**src/rtl/seven_seg_pkg.sv**
```systemverilog
// Shared types and helpers for the multiplexed 7-segment scanner.
// Holds the scan state encoding, the dark segment pattern and the pin polarity helper.
package seven_seg_pkg;

    typedef enum logic {
        BLANK = 1'b0,
        DRIVE = 1'b1
    } scan_state_t;

    localparam logic [7:0] SEG_OFF = 8'h00;

    function automatic logic [7:0] seg_pins(input logic [7:0] pattern, input logic active_low);
        return active_low ? ~pattern : pattern;
    endfunction

endpackage

```
**src/rtl/seven_seg_scan.sv**
```systemverilog
// Time-multiplexed N-digit 7-segment driver with dead time, PWM brightness, per-digit blanking
// and a frame-synchronous double-buffered load.
module seven_seg_scan
    import seven_seg_pkg::*;
#(
    parameter int NUM_DIGITS     = 4,
    parameter int SLOT_CYCLES    = 100000,
    parameter int BLANK_CYCLES   = 1000,
    parameter int BRIGHT_W       = 4,
    parameter bit SEG_ACTIVE_LOW = 1'b1,
    parameter bit AN_ACTIVE_LOW  = 1'b1
) (
    input  logic                      clock,
    input  logic                      rst,
    input  logic                      load_valid,
    output logic                      load_ready,
    input  logic [8*NUM_DIGITS-1:0]   load_data,
    input  logic [NUM_DIGITS-1:0]     blank_mask,
    input  logic [BRIGHT_W-1:0]       bright,
    output logic [7:0]                seg,
    output logic [NUM_DIGITS-1:0]     an,
    output logic                      frame_start
);

    localparam int SLOT_W = $clog2(SLOT_CYCLES);
    localparam int IDX_W  = $clog2(NUM_DIGITS);
    localparam logic [SLOT_W-1:0]     SLOT_LAST  = SLOT_W'(SLOT_CYCLES - 1);
    localparam logic [SLOT_W-1:0]     BLANK_LAST = SLOT_W'(BLANK_CYCLES - 1);
    localparam logic [IDX_W-1:0]      IDX_LAST   = IDX_W'(NUM_DIGITS - 1);
    localparam logic [NUM_DIGITS-1:0] AN_IDLE    = AN_ACTIVE_LOW ? '1 : '0;

    scan_state_t                      state, state_nxt;
    logic [SLOT_W-1:0]                slot_cnt, slot_nxt;
    logic [IDX_W-1:0]                 idx, idx_nxt;
    logic [BRIGHT_W-1:0]              pwm_cnt, pwm_nxt;
    logic [NUM_DIGITS-1:0][7:0]       display_buf, pending_buf;
    logic                             pending_full;
    logic                             frame_end;
    logic                             pwm_on;
    logic [7:0]                       seg_int;
    logic [NUM_DIGITS-1:0]            an_int;

    assign frame_end  = (slot_cnt == SLOT_LAST) && (idx == IDX_LAST);
    assign load_ready = !pending_full;

    // Outputs are computed from the next-cycle scan position so the registered pins line up with the counters.
    always_comb begin
        state_nxt = state;
        slot_nxt  = slot_cnt + 1'b1;
        idx_nxt   = idx;
        pwm_nxt   = pwm_cnt + 1'b1;
        seg_int   = SEG_OFF;
        an_int    = '0;
        if (slot_cnt == SLOT_LAST) begin
            slot_nxt = '0;
            idx_nxt  = (idx == IDX_LAST) ? '0 : idx + 1'b1;
        end
        case (state)
            BLANK:   if (slot_cnt == BLANK_LAST) state_nxt = DRIVE;
            DRIVE:   if (slot_cnt == SLOT_LAST)  state_nxt = BLANK;
            default: state_nxt = BLANK;
        endcase
        pwm_on = (bright == '1) || (pwm_nxt < bright);
        if (state_nxt == DRIVE) begin
            seg_int = display_buf[idx_nxt];
            if (!blank_mask[idx_nxt] && pwm_on) an_int[idx_nxt] = 1'b1;
        end
    end

    always_ff @(posedge clock or posedge rst) begin
        if (rst) begin
            state    <= BLANK;
            slot_cnt <= '0;
            idx      <= '0;
            pwm_cnt  <= '0;
        end else begin
            state    <= state_nxt;
            slot_cnt <= slot_nxt;
            idx      <= idx_nxt;
            pwm_cnt  <= pwm_nxt;
        end
    end

    // Commit only at the frame wrap; a capture can never coincide with a commit since they need opposite pending_full.
    always_ff @(posedge clock or posedge rst) begin
        if (rst) begin
            display_buf  <= '0;
            pending_buf  <= '0;
            pending_full <= 1'b0;
        end else if (frame_end && pending_full) begin
            display_buf  <= pending_buf;
            pending_full <= 1'b0;
        end else if (load_valid && !pending_full) begin
            pending_buf  <= load_data;
            pending_full <= 1'b1;
        end
    end

    always_ff @(posedge clock or posedge rst) begin
        if (rst) begin
            seg         <= seg_pins(SEG_OFF, SEG_ACTIVE_LOW);
            an          <= AN_IDLE;
            frame_start <= 1'b0;
        end else begin
            seg         <= seg_pins(seg_int, SEG_ACTIVE_LOW);
            an          <= AN_ACTIVE_LOW ? ~an_int : an_int;
            frame_start <= frame_end;
        end
    end

endmodule

```
**config.mk**
```make
export PLATFORM = sky130hd
export DESIGN_NAME = seven_seg_scan
export DESIGN_NICKNAME = d
export VERILOG_FILES = /design/src/rtl/seven_seg_pkg.sv /design/src/rtl/seven_seg_scan.sv
export SDC_FILE = /design/constraint.sdc
export NUM_CORES = 1
export LEC_CHECK = 0
export BUFFER_PORTS_ARGS = -buffer_cell sky130_fd_sc_hd__buf_2
export CORE_UTILIZATION = 59
export CTS_BUF_LIST = sky130_fd_sc_hd__clkbuf_4
export CTS_CLUSTER_DIAMETER = 60
export DETAILED_ROUTE_END_ITERATION = 16
export HOLD_SLACK_MARGIN = 0.02
export PLACE_DENSITY = 0.81
export SYNTH_ARGS = -nofsm -noshare
export SYNTH_HDL_FRONTEND = slang
export SYNTH_SLANG_ARGS = --single-unit
```
**constraint.sdc**
```tcl
create_clock -name clock -period 3.35 [get_ports clock]
set_input_delay 0.335 -clock clock [delete_from_list [all_inputs] [get_ports clock]]
set_output_delay 0.335 -clock clock [all_outputs]
set_load 0.05 [all_outputs]
```
### After elaboration in Yosys (flattened, before gate mapping)

Index checks and enable logic that the tools add are counted.

* $add $sub $neg: 3
* $lt $le $gt $ge: 3
* equality and inequality tests: 4
* muxes and demuxes: 17
* bitwise logic cells: 4
* reduce and logical (&&, ||, !) cells: 10

Operator list (count)
* $add 17x1->17 const B: 1
* $eq 17x10->1 const B: 1
* $eq 17x17->1 const B: 1
* $mux 17: 1
* $bmux 8 s2: 1
* $mux 8: 2
* $mux 4: 2
* $not 8->8: 1
* $mux 1: 6
* $logic_and 1x1->1: 5
* $add 4x1->4 const B: 1
* $eq 4x4->1 const B: 1
* $lt 4x4->1: 1
* $mux 2: 2
* $not 4->4: 1
* $lt 2x3->1 const B: 1
* $add 2x1->2 const B: 1
* $bmux 1 s2: 1
* $demux 1 s2: 1
* $eq 2x2->1 const B: 1
* $ge 2x1->1 const B: 1
* $logic_not 1->1: 2
* $not 1->1: 2
* $pmux 1 s2: 1
* other kinds (3): 3

* register bits after elaboration: 102
* bits of input ports: 43
* output and inout bits: 14

### Longest topological paths before layout

* depth after elaboration: 10
* depth in mapped cells: 8
* mapped depth without buffers: 7

### Worst setup path after synthesis

OpenSTA, ideal clock, no wires.

* path kind: reg2reg
* start: register slot_cnt[12]
* end: register display_buf[0] (netlist bit)
* setup time: 0.125 ns
* arrival: 2.212 ns
* setup slack: 1.013 ns
* stages on the path, launching flop included: 7
* path through: dfrtp_1 or4_4 nor4_2 and3_1 buf_2 buf_4 mux2_2

* longest elaborated chain between the ends: 3

Ends and longest elaborated chain
* start: declaration: RTL line seven_seg_scan.sv:33 `logic [SLOT_W-1:0] slot_cnt, slot_nxt;`
* start signal: assignment: RTL line seven_seg_scan.sv:78 `slot_cnt <= slot_nxt;`
* $eq 17x17->1: RTL line seven_seg_scan.sv:43 `assign frame_end = (slot_cnt == SLOT_LAST) && (idx == IDX_LAST);`
* $logic_and 1x1->1: RTL line seven_seg_scan.sv:43
* $logic_and 1x1->1: RTL line seven_seg_scan.sv:90 `end else if (frame_end && pending_full) begin`
* end signal: assignment: RTL line seven_seg_scan.sv:91 `display_buf <= pending_buf;`
* end: declaration: RTL line seven_seg_scan.sv:36 `logic [NUM_DIGITS-1:0][7:0] display_buf, pending_buf;`

Every way passes these cells.
A chain may end at the register's enable or synchronous reset.

### Worst setup path in the final report

* start: register slot_cnt[12]
* end: register display_buf[23] (netlist bit)

The elaborated chain is that of the path after synthesis.

==> impl_metrics.env <==
export IMPL_result_of_the_run="complete, no violations"
export IMPL_post_synth_top_area_cell="dfrtp_1"
export IMPL_dp_final_hpwl_mm=5.082
export IMPL_synth_fp_nets=361
export IMPL_cp_required_ps=3690
export IMPL_maxCapViolations=0
export IMPL_synth_edf_count=0
export IMPL_rsz0062_at_grt="no"
export IMPL_finalWirelength_mm=7.275
export IMPL_drt_initial_drc_count=109
export IMPL_synth_largest_type_area_fraction=0.5199
export IMPL_power_leakage_nw=2.242
export IMPL_seq_area_frac_synth=0.5927
export IMPL_cp_start_kind="flop"
export IMPL_fmaxAchievable_mhz=381.2
export IMPL_post_synth_top_count_cell="dfrtp_1"
export IMPL_ant_nets=0
export IMPL_area_delta_synth_final_pct=12.19
export IMPL_report_final_slew_viol_count=0
export IMPL_synth_flop_cell="dfrtp_1"
export IMPL_crit_end="display_buf[23]$_DFFE_PP0P_"
export IMPL_tns_ps=0
export IMPL_gr_usage_all_layers=0.2172
export IMPL_clock_sinks=102
export IMPL_critical_path_max_fanout=33
export IMPL_ios=57
export IMPL_core_area_mm2=0.006944
export IMPL_antenna_found_initial=0
export IMPL_place_congestion=0.8735
export IMPL_min_delay_path_depth=2
export IMPL_clkSlewWorstSetupHoldPaths_ps=160
export IMPL_global_route_overflow_total=0
export IMPL_number_of_global_route_vias_before_repair=2663
export IMPL_finalHoldWorstSlack_ps=95.35
export IMPL_synth_area_leaders="dfrtp_1 (52%), mux2_2 (17%), dfstp_2 (7.3%)"
export IMPL_synth_warning_count=0
export IMPL_min_path_type="primary input to flop"
export IMPL_die_w_um=87.69
export IMPL_powerDensity_mw_per_mm2=422.7
export IMPL_dieHeight_um=87.69
export IMPL_vias_per_cell=5.398
export IMPL_syn_mean_instance_area_um2=13.88
export IMPL_net_switching_power_mw=0.4736
export IMPL_fp_dieArea_mm2=0.007689
export IMPL_max_slew_margin_rel=0.3724
export IMPL_comb_power_share=0.047
export IMPL_maximum_number_of_pins_on_one_net_before_global_route_repair=66
export IMPL_drc=0
export IMPL_fin_skew_ps=16.67
export IMPL_global_route_wire_length_before_repair_mm=12.46
export IMPL_layout_nets=423
export IMPL_timing_rr_end="display_buf[23]$_DFFE_PP0P_"
export IMPL_worstSkewPairLatency_ps=450
export IMPL_cts_htree_levels=3
export IMPL_post_synth_instance_area_mm2=0.004332
export IMPL_first_pass_iters=4
export IMPL_reg2reg_path_depth=5
export IMPL_seqPwrFrac=0.633
export IMPL_worst_slew_pin_transition_ps=939.3
export IMPL_period_needed_ps=2623
export IMPL_timing_final_hold_violations=0
export IMPL_crit_reg2reg_launch="slot_cnt[12]$_DFF_PP0_"
export IMPL_synth_seq_cells=102
export IMPL_port_buffers=56
export IMPL_drive_above_1_share=0.4248
export IMPL_vias_after_detailed_routing=2564
export IMPL_worst_setup_path_end_kind="flop"
export IMPL_int_pwr_mw=1.581
export IMPL_cts_root_buf="clkbuf_4"
export IMPL_ys_async_sr_fraction=1.000
export IMPL_post_synth_most_frequent_cells="dfrtp_1 (90), mux2_2 (64), mux2i_1 (18), nor2_1 (18), dfstp_2 (12)"
export IMPL_synthDistinctLibCells=46
export IMPL_cts_buffers_inserted=9
export IMPL_floorplan_initialDensity=0.6238
export IMPL_clock_path_buffers=2
export IMPL_final_setup_viol_count=0
export IMPL_ctsResizeCount=0
export IMPL_swShare=0.2305
export IMPL_worst_ir_drop_vdd_mv=0.2990
export IMPL_startpoint="slot_cnt[12]$_DFF_PP0_"
export IMPL_timing_critical_path_arrival_ps=2970
export IMPL_rows=30
export IMPL_timing_final_crit_share=0.7831
export IMPL_fin_util=0.6998
export IMPL_insertedDiodeCount=0
export IMPL_tritoncts_clock_tree="done"
export IMPL_power_clock_fraction=0.319
export IMPL_timing_worst_setup_path_type="flop to flop"
export IMPL_drt_wirelength_per_cell_um=15.32
export IMPL_postCtsSetupRepairBufs=0
export IMPL_slack_of_the_worst_reg_to_reg_path_ps=730
export IMPL_synth_cells=312
kinds of logic after synthesis:
kind of cell,synth area share
simple gates,0.08492
fa+ha+maj,0.01733
buf+inv,0.02571
mux,0.2140
compound gates,0.03697
xor+xnor,0.02831
flops,0.5927
power by group through the flow:
stage | Combinational, mW | Sequential, mW | Clock, mW
CTS | 0.101 | 1.30 | 0.675
global placement | 0.0950 | 1.32 | 0
global route | 0.111 | 1.31 | 0.723
finish | 0.0974 | 1.30 | 0.656
detailed placement | 0.0992 | 1.32 | 0
floorplan | 0.0607 | 1.31 | 0
cell usage in the layout (no fill, tap or decap), drive strengths merged, types with 2 or more instances in the layout:
cell type | Yosys | final
dfrtp | 90 | 90
mux2 | 66 | 66
buf | 9 | 60
nor2 | 18 | 18
mux2i | 18 | 18
inv | 10 | 13
dfstp | 12 | 12
nand3 | 11 | 11
nand2 | 10 | 10
clkbuf | 1 | 10
xor2 | 8 | 8
o22a | 8 | 8
xnor2 | 6 | 6
ha | 6 | 6
o21ai | 5 | 5
nand4 | 3 | 3
nor4 | 3 | 3
or2 | 2 | 2
nor3 | 2 | 2
nand4b | 2 | 2
a21oi | 2 | 2
nand3b | 2 | 2
and3 | 2 | 2
clkinv | 0 | 2
nor2b | 2 | 2
or4 | 2 | 2
per-stage QoR:
step | area [µm²] | std cells | power, mW | setup slack (ps)
2_1_floorplan | 4332 | 312 | 1.374 | 359.4
3_3_place_gp | 4698 | 458 | 1.417 | 819.0
3_5_place_dp | 4698 | 458 | 1.423 | 738.3
4_1_cts | 4860 | 475 | 2.077 | 723.1
5_1_grt | 4860 | 475 | 2.142 | 608.9
6_report | 4860 | 475 | 2.054 | 726.6
timing repair:
action | 4_1_cts | 5_1_grt
endpoints found under the hold margin | 12 | 0
hold buffers | 1 | 0
endpoints found under the setup margin | 0 | 0
layout make-up:
| cell class | instances | area, µm² |
|---|---|---|
| clock buffer | 10 | 75.07 |
| clock inverter | 6 | 76.32 |
| fill | 507 | 2085 |
| inverter | 10 | 40.04 |
| multi-input combinational | 190 | 1660 |
| sequential | 102 | 2567 |
| tap | 96 | 120.1 |
| timing repair buffer | 61 | 320.3 |
registers in the layout, summed over array words and instances, names as in the netlist:
name and cells:
pwm_cnt 4, an 4, pending_full 1, seg 8, frame_start 1, slot_cnt 17, idx 2, state 1
display_buf 32, pending_buf 32
worst max-delay path, cell delays in order (launching register included):
cell	delay, ps
dfrtp_1	450
or4_4	570
nor4_2	500
and3_1	220
buf_4	370
mux2_2	390
how the worst min path moves through the flow:
stage / to / slack, ps / start
after floorplan: slot_cnt[0]$_DFF_PP0_ / 430 / slot_cnt[0]$_DFF_PP0_
after global placement: slot_cnt[0]$_DFF_PP0_ / 450 / slot_cnt[0]$_DFF_PP0_
final: pending_buf[4]$_DFFE_PP0P_ / 100 / load_data[4]
after detailed placement: slot_cnt[0]$_DFF_PP0_ / 470 / slot_cnt[0]$_DFF_PP0_
after CTS: pending_buf[4]$_DFFE_PP0P_ / 70 / load_data[4]
after global routing: pending_buf[3]$_DFFE_PP0P_ / 60 / load_data[3]
per-layer routing:
metal,GRT usage,wire (µm),share of wire,vias to the layer above
met3,0.05749,323,0.044,11
met1,0.2796,3235,0.44,1267
met5,0,0,0,-
li1,-,-,-,1222
met2,0.3679,3628,0.50,64
met4,0.05812,88,0.012,0
No activity file was read; power rests on OpenSTA's default activity.
